--- src/rtl/pdm_pkg.sv ---
// Shared types and helpers for the multi-channel PDM block.
// Output-stage state encoding and the accumulator full-scale value.
package pdm_pkg;

  typedef enum logic [1:0] {
    ST_OFF,
    ST_HI,
    ST_LO,
    ST_DEAD
  } st_t;

  function automatic logic [31:0] max_of(input int unsigned w);
    return (32'd1 << w) - 32'd1;
  endfunction

endpackage

--- src/rtl/pdm_chan.sv ---
// One PDM channel: duty register, first-order accumulator and
// a complementary output stage with dead-time insertion.
module pdm_chan
  import pdm_pkg::*;
#(
  parameter int WIDTH = 16,
  parameter int DEAD  = 2
) (
  input  logic             clk,
  input  logic             rst,
  input  logic             en,
  input  logic [WIDTH-1:0] duty_in,
  input  logic             duty_wr,
  output logic             pdm,
  output logic             pdm_n,
  output logic             busy
);

  localparam int DW = (DEAD > 0) ? $clog2(DEAD + 1) : 1;
  localparam logic [31:0] MAX32 = max_of(WIDTH);
  localparam logic [WIDTH-1:0] MAX = MAX32[WIDTH-1:0];
  localparam logic [DW-1:0] DLOAD = DW'(DEAD);
  localparam logic [DW-1:0] DONE = DW'(1);

  logic [WIDTH-1:0] duty_act;
  logic [WIDTH-1:0] acc;
  logic [WIDTH-1:0] acc_nxt;
  logic             raw;
  logic             sw;
  st_t              st;
  st_t              st_nxt;
  logic [DW-1:0]    dcnt;
  logic [DW-1:0]    dcnt_nxt;

  assign raw     = (duty_act >= acc);
  assign acc_nxt = acc + (raw ? MAX : '0) - duty_act;

  // Active duty register, loaded by the strobe independent of en.
  always_ff @(posedge clk or posedge rst) begin
    if (rst) begin
      duty_act <= '0;
    end else if (duty_wr) begin
      duty_act <= duty_in;
    end
  end

  // Accumulator, cleared and held while modulation is disabled.
  always_ff @(posedge clk or posedge rst) begin
    if (rst) begin
      acc <= '0;
    end else if (!en) begin
      acc <= '0;
    end else begin
      acc <= acc_nxt;
    end
  end

  // Does the driven side disagree with the modulator bit?
  always_comb begin
    sw = 1'b0;
    unique case (st)
      ST_OFF:  sw = 1'b1;
      ST_HI:   sw = !raw;
      ST_LO:   sw = raw;
      default: sw = 1'b0;
    endcase
  end

  // Next output-stage state; dead-time is skipped when DEAD is 0.
  always_comb begin
    st_nxt   = st;
    dcnt_nxt = dcnt;
    if (!en) begin
      st_nxt   = ST_OFF;
      dcnt_nxt = '0;
    end else if (st == ST_DEAD) begin
      if (dcnt == '0) begin
        st_nxt = raw ? ST_HI : ST_LO;
      end else begin
        dcnt_nxt = dcnt - DONE;
      end
    end else if (sw) begin
      if (DEAD == 0) begin
        st_nxt = raw ? ST_HI : ST_LO;
      end else begin
        st_nxt   = ST_DEAD;
        dcnt_nxt = DLOAD;
      end
    end
  end

  // State and outputs registered together so pins never glitch.
  always_ff @(posedge clk or posedge rst) begin
    if (rst) begin
      st    <= ST_OFF;
      dcnt  <= '0;
      pdm   <= 1'b0;
      pdm_n <= 1'b0;
      busy  <= 1'b0;
    end else begin
      st    <= st_nxt;
      dcnt  <= dcnt_nxt;
      pdm   <= (st_nxt == ST_HI);
      pdm_n <= (st_nxt == ST_LO);
      busy  <= (st_nxt == ST_DEAD);
    end
  end

endmodule

--- src/rtl/pdm_multi.sv ---
// Multi-channel PDM: CH independent channels sharing clock,
// reset and enable, each with its own duty slice and strobe.
module pdm_multi
  import pdm_pkg::*;
#(
  parameter int CH    = 4,
  parameter int WIDTH = 16,
  parameter int DEAD  = 2
) (
  input  logic                clk,
  input  logic                rst,
  input  logic                en,
  input  logic [CH*WIDTH-1:0] duty_in,
  input  logic [CH-1:0]       duty_wr,
  output logic [CH-1:0]       pdm,
  output logic [CH-1:0]       pdm_n,
  output logic [CH-1:0]       busy
);

  for (genvar k = 0; k < CH; k++) begin : g_ch
    pdm_chan #(
      .WIDTH(WIDTH),
      .DEAD (DEAD)
    ) u_chan (
      .clk    (clk),
      .rst    (rst),
      .en     (en),
      .duty_in(duty_in[k*WIDTH +: WIDTH]),
      .duty_wr(duty_wr[k]),
      .pdm    (pdm[k]),
      .pdm_n  (pdm_n[k]),
      .busy   (busy[k])
    );
  end

endmodule

--- config.mk ---
export PLATFORM = sky130hd
export DESIGN_NAME = pdm_multi
export DESIGN_NICKNAME = d
export VERILOG_FILES = /design/src/rtl/pdm_pkg.sv /design/src/rtl/pdm_chan.sv /design/src/rtl/pdm_multi.sv
export SDC_FILE = /design/constraint.sdc
export NUM_CORES = 1
export LEC_CHECK = 0
export ABC_AREA = 1
export CAP_MARGIN = 20
export CORE_MARGIN = 8
export CORE_UTILIZATION = 30
export CTS_CLUSTER_DIAMETER = 120
export DETAILED_ROUTE_END_ITERATION = 8
export SYNTH_ARGS = -nofsm -noshare
export SYNTH_HDL_FRONTEND = slang
export SYNTH_HIERARCHICAL = 1
export SYNTH_SLANG_ARGS = --single-unit
--- constraint.sdc ---
create_clock -name clk -period 5 [get_ports clk]
set_clock_uncertainty 0.1 [all_clocks]
set_input_delay 1.5 -clock clk [delete_from_list [all_inputs] [get_ports clk]]
set_output_delay 1.5 -clock clk [all_outputs]
set_load 0.05 [all_outputs]
Word-level counts from Yosys, hierarchy flattened
Index checks and enable logic that the tools add are counted.

Bits of input ports: 71. Logic and storage cells: 140. Output and inout port bits: 12. Register bits after elaboration: 156.

Equality and inequality tests: 32. Reduce and logical (&&, ||, !) cells: 16. $lt $le $gt $ge: 4. Add/sub/neg operators: 12. Mux-type cells: 48.

Operators by type and width (number): $mux W16 (8); $mux W2 (36); $add A16 B16 Y16 (4); $ge A16 B16 Y1 (4); $sub A16 B16 Y16 (4); $eq A2 B2 Y1 const B (16); $eq A2 B1 Y1 const B (8); $logic_not A2 Y1 (8); $ne A3 B1 Y1 const B (4); $ne A3 B3 Y1 const B (4); $pmux W1 S3 (4); $reduce_and A2 Y1 (4); $sub A2 B1 Y2 const B (4); $logic_not A1 Y1 (4).

Logic depth before layout (Yosys ltp)
Word-level depth: 7. Gate-level depth with buffers: 27. Mapped depth without buffers: 27.

Modules after synthesis
Netlist, hierarchy kept.

Modules (own cells, without submodules): pdm_chan at g_ch[0].u_chan (cells an instance 370, instances 1, area each 3124.2 um^2); pdm_chan at g_ch[3].u_chan (cells an instance 365, instances 1, area each 3115.5 um^2); pdm_chan at g_ch[2].u_chan (cells an instance 365, instances 1, area each 3109.2 um^2); pdm_chan at g_ch[1].u_chan (cells an instance 364, instances 1, area each 3104.2 um^2).

Least setup slack after synthesis
No wires, ideal clock.

Path kind: register to register. From: reg g_ch[0].u_chan.duty_act[15]. To: reg g_ch[0].u_chan.acc[8]. Clock period less this slack: 3.290 ns. Slack: 1.710 ns. Stages on the path, launching flop included: 16. Arrival: 3.064 ns. Data required time: 4.774 ns. Path through: dfrtp_1 -> ha_1 -> nand2_2 -> nor4_4 -> nand2_2 -> nand2_4 -> fa_1 -> fa_1 -> nand2_1 -> nand3_1 -> o21ai_1 -> nor2_1 -> nor2_1 -> o21ai_1 -> o21ai_0 -> a21oi_1.

Longest elaborated chain between the ends: 5.

RTL lines: from (decl) (RTL line pdm_chan.sv:25) `logic [WIDTH-1:0] duty_act;`; from (signal assigned) (RTL line pdm_chan.sv:43) `duty_act <= duty_in;`; $ge A16 B16 Y1 (RTL line pdm_chan.sv:35) `assign raw = (duty_act >= acc);`; $mux W16 (RTL line pdm_chan.sv:36) `assign acc_nxt = acc + (raw ? MAX : '0) - duty_act;`; $add A16 B16 Y16 (RTL line pdm_chan.sv:36); $sub A16 B16 Y16 (RTL line pdm_chan.sv:36); $mux W16 (RTL line pdm_chan.sv:51) `end else if (!en) begin`; to (signal assigned) (RTL line pdm_chan.sv:54) `acc <= acc_nxt;`; to (decl) (RTL line pdm_chan.sv:26) `logic [WIDTH-1:0] acc;`.

No other way between the ends. A chain may end at the register's enable or synchronous reset.

Final worst setup path
From: reg g_ch[0].u_chan.duty_act[1]. To: reg g_ch[0].u_chan.acc[8].

Longest elaborated chain between the ends: 5.

RTL lines (RTL line): $ge A16 B16 Y1 (pdm_chan.sv:35); $mux W16 (pdm_chan.sv:36); $add A16 B16 Y16 (pdm_chan.sv:36); $sub A16 B16 Y16 (*) (pdm_chan.sv:36); $mux W16 (*) (pdm_chan.sv:51).

Mark *: on every way between the ends. The rest lies on a longest branch, timed or not.

==> flow_metrics.py <==
metrics = {
    "clocking": {
        "cts.sinks": 156,
        "post_cts_resized": 0,
        "tritoncts": "yes",
        "root_buffer": "clkbuf_16",
        "clk_pin_slew_worst_paths_ns": 0.07,
        "clk_latency_ns": 0.45,
        "ctsHtreeMaxLevel": 4,
        "post_cts_buffers": 0,
        "hold_buffers": 0,
        "cts_made_buffers": 17,
        "cts_buffer_depth": 2,
    },
    "logic_synthesis": {
        "yosysTopAreaCell": "dfrtp_1",
        "synth-seq-cells": 156,
        "synth_top_area_frac": 0.313,
        "synthFlopType": "dfrtp_1",
        "yosysMostFrequentCell": "nand2_1",
        "ys_async_sr_fraction": 1.00,
        "synthCells": 1464,
        "avgSynthCellArea_um2": 8.51,
        "synth_area_mm2": 0.0125,
        "synthesis.nets": 1783,
        "synth_edf_count": 0,
        "synthTopCellsByCount": "nand2_1, inv_1, ha_1",
        "synth-seq-area-share": 0.313,
        "synth.area.top_cells": "dfrtp_1, ha_1, fa_1",
        "synth_cell_types": 37,
        "yosysWarnings": 6,
    },
    "timing": {
        "final.period_utilization": 0.766,
        "maxSlewViolCount": 0,
        "fin_crit_ns": 3.83,
        "fmax_mhz": 261,
        "fin_tns_setup_ns": 0,
        "setup_viol": 0,
        "slew_headroom": 0.358,
        "finalHoldViolCount": 0,
        "tightest_slew_ns": 0.960,
        "rsz0062_at_grt": "no",
    },
    "placed_design": {
        "dp_hpwl_um": 21900,
        "port-buffer-count": 82,
        "globalplace.congestion": 0.839,
    },
    "setup_path": {
        "r2r_cells": 20,
        "cp-start-kind": "register",
        "path_cells": "inv_1 > ha_1 > nand2_1 > nand3_1 > nand2_1 > nand2_1 > nand2_1 > nand2_1 > nand2_2 > nand2_4 > fa_1 > fa_1 > nand2_1 > nand3_1 > o21ai_1 > nor2_1 > nor2_1 > o21ai_1 > o21ai_0 > a21oi_1",
        "critical_path.reg2reg.endpoint": "g_ch[0].u_chan/acc[8]",
        "crit_fanout": 18,
        "cp.arrival_ns": 4.06,
        "endpoint": "g_ch[0].u_chan/acc[8]",
        "slowest_delay_ns": 0.55,
        "critPathLaunch": "g_ch[0].u_chan/duty_act[1]",
        "end_kind": "register",
        "cpMostUsedCell": "nand2_1",
        "critical_path_required_ns": 5.23,
        "r2r_start": "g_ch[0].u_chan/duty_act[1]",
        "r2r_setup_slack_ns": 1.17,
        "cpMaxStageDelayCell": "fa_1",
        "criticalPathCategory": "register to register",
    },
    "routing": {
        "drtIter0Drc": 544,
        "wl_met2_um": 12800,
        "top_layer": "met4",
        "wirelength_um": 27900,
        "antenna_left": 0,
        "first_pass_iters": 5,
        "wl_met3_um": 1190,
        "num_vias": 9581,
        "drc_errors": 0,
        "viasPerCell": 4.55,
        "met1Wirelength_um": 13600,
        "wl_per_cell_um": 13.2,
    },
    "layout": {
        "syn2layout_area_growth_pct": 16.7,
        "regArea_mm2": 0.00390,
        "fill_cells": 4208,
        "final_layout_size_suffix_gt1_frac": 0.0668,
        "multi_input_area_mm2": 0.00745,
        "n_antenna_cell": 0,
        "nets": 1878,
    },
    "floorplan": {
        "start_util": 0.304,
        "die_h_um": 220,
        "die-width_um": 220,
        "coreArea_mm2": 0.0409,
        "die_area_mm2": 0.0483,
        "rows": 74,
        "io-pin-count": 83,
    },
    "global_routing": {
        "grt_pass1_wl_um": 47800,
        "grt_pass1_vias": 9835,
        "grt.total_usage": 0.121,
        "overflow": 0,
        "grt_max_degree": 32,
        "antenna_found_initial": 0,
    },
    "worst_hold_path": {
        "hold_class": "register to register",
    },
    "run": {
        "cap_viol_max_count": 0,
    },
    "status": {
        "outcome": "finished, final reports clean",
    },
}
[worst min-delay path by stage]
stage | start | end | slack [ns] | depth (start not counted)
5_1_grt | g_ch[2].u_chan/duty_act[15] | g_ch[2].u_chan/duty_act[15] | 0.45 | 1
3_3_place_gp | g_ch[2].u_chan/duty_act[15] | g_ch[2].u_chan/duty_act[15] | 0.40 | 1
3_5_place_dp | g_ch[2].u_chan/duty_act[15] | g_ch[2].u_chan/duty_act[15] | 0.40 | 1
4_1_cts | g_ch[2].u_chan/duty_act[15] | g_ch[2].u_chan/duty_act[15] | 0.42 | 1
2_1_floorplan | g_ch[0].u_chan/duty_act[15] | g_ch[0].u_chan/duty_act[15] | 0.39 | 1
6_report | g_ch[2].u_chan/duty_act[15] | g_ch[2].u_chan/duty_act[15] | 0.42 | 1
[registers in the layout, indices dropped and copies added, names as in the netlist]
signal and count:
g_ch.u_chan/st 8, g_ch.u_chan/busy 4, g_ch.u_chan/acc 64, g_ch.u_chan/pdm 4
g_ch.u_chan/pdm_n 4, g_ch.u_chan/duty_act 64, g_ch.u_chan/dcnt 8
[placed cells by master, fill, tap and decap left out, types with 3 or more instances in the layout]
cell type	Yosys	final
a21o_1	14	14
a21oi_1	118	118
a21oi_2	4	4
a31oi_1	8	8
buf_4	0	10
clkbuf_16	0	17
clkdlybuf4s50_1	0	81
dfrtp_1	156	156
fa_1	60	60
ha_1	188	188
inv_1	258	257
inv_4	4	4
inv_8	0	7
mux2_2	4	4
nand2_1	259	259
nand2_2	20	20
nand2_4	4	4
nand3_1	58	58
nand3_2	14	14
nand4_1	15	15
nor2_1	87	87
nor3_1	18	18
nor4_1	4	4
nor4_4	4	4
o21a_1	7	7
o21ai_0	104	104
o21ai_1	7	7
o21ai_2	3	3
o21bai_1	4	4
o31ai_1	6	6
xnor2_1	5	5
xor2_1	6	6
[final cells by class]
cell class                 count  share of cell area
clock inverter                15              0.0118
multi-input combinational   1028               0.513
clock buffer                  17              0.0293
tap                          532              0.0458
timing repair buffer          93              0.0632
sequential                   156               0.269
inverter                     263              0.0686
[worst max-delay path: cells and delay by family, from the launching register on]
kind / cells / cell delay [ns]
flip-flops: 1 / 0.38
adder cells (fa/ha/maj): 3 / 1.31
AO/OA/AOI/OAI: 4 / 0.50
buffers and inverters: 1 / 0.13
AND/OR/NAND/NOR: 12 / 1.27
[kinds of logic (layout without fill, tap and decap cells)]
| logic type | after synthesis | count (layout) | synth area share |
|---|---|---|---|
| and+or+nand+nor | 483 | 483 | 0.176 |
| AOI/OAI and AO/OA | 282 | 282 | 0.125 |
| buffers and inverters | 280 | 388 | 0.0883 |
| adders and majority gates | 248 | 248 | 0.285 |
| DFF | 156 | 156 | 0.313 |
| xor gates and xnor gates | 11 | 11 | 0.00774 |
| muxes | 4 | 4 | 0.00362 |
[routing by layer]
layer / vias up / global-route usage
met3: 20 / 0.0309
met1: 4508 / 0.160
met4: 0 / 0.0270
met5: - / 0
li1: 4880 / -
met2: 173 / 0.198
[per-stage QoR]
stage	hold WS, ns	util	cell area [um2]	setup WS [ns]	cells
finish	0.418	0.355	14500	1.17	2104
global route	0.449	0.355	14500	0.869	2104
CTS	0.424	0.354	14500	1.18	2103
detailed placement	0.405	0.340	13900	1.22	2071
global placement	0.402	0.340	13900	1.28	2071
floorplan	0.387	-	12500	1.71	1464
Power is not shown: default switching activity piles up to over one toggle a cycle in this logic, so the estimate is an artifact.
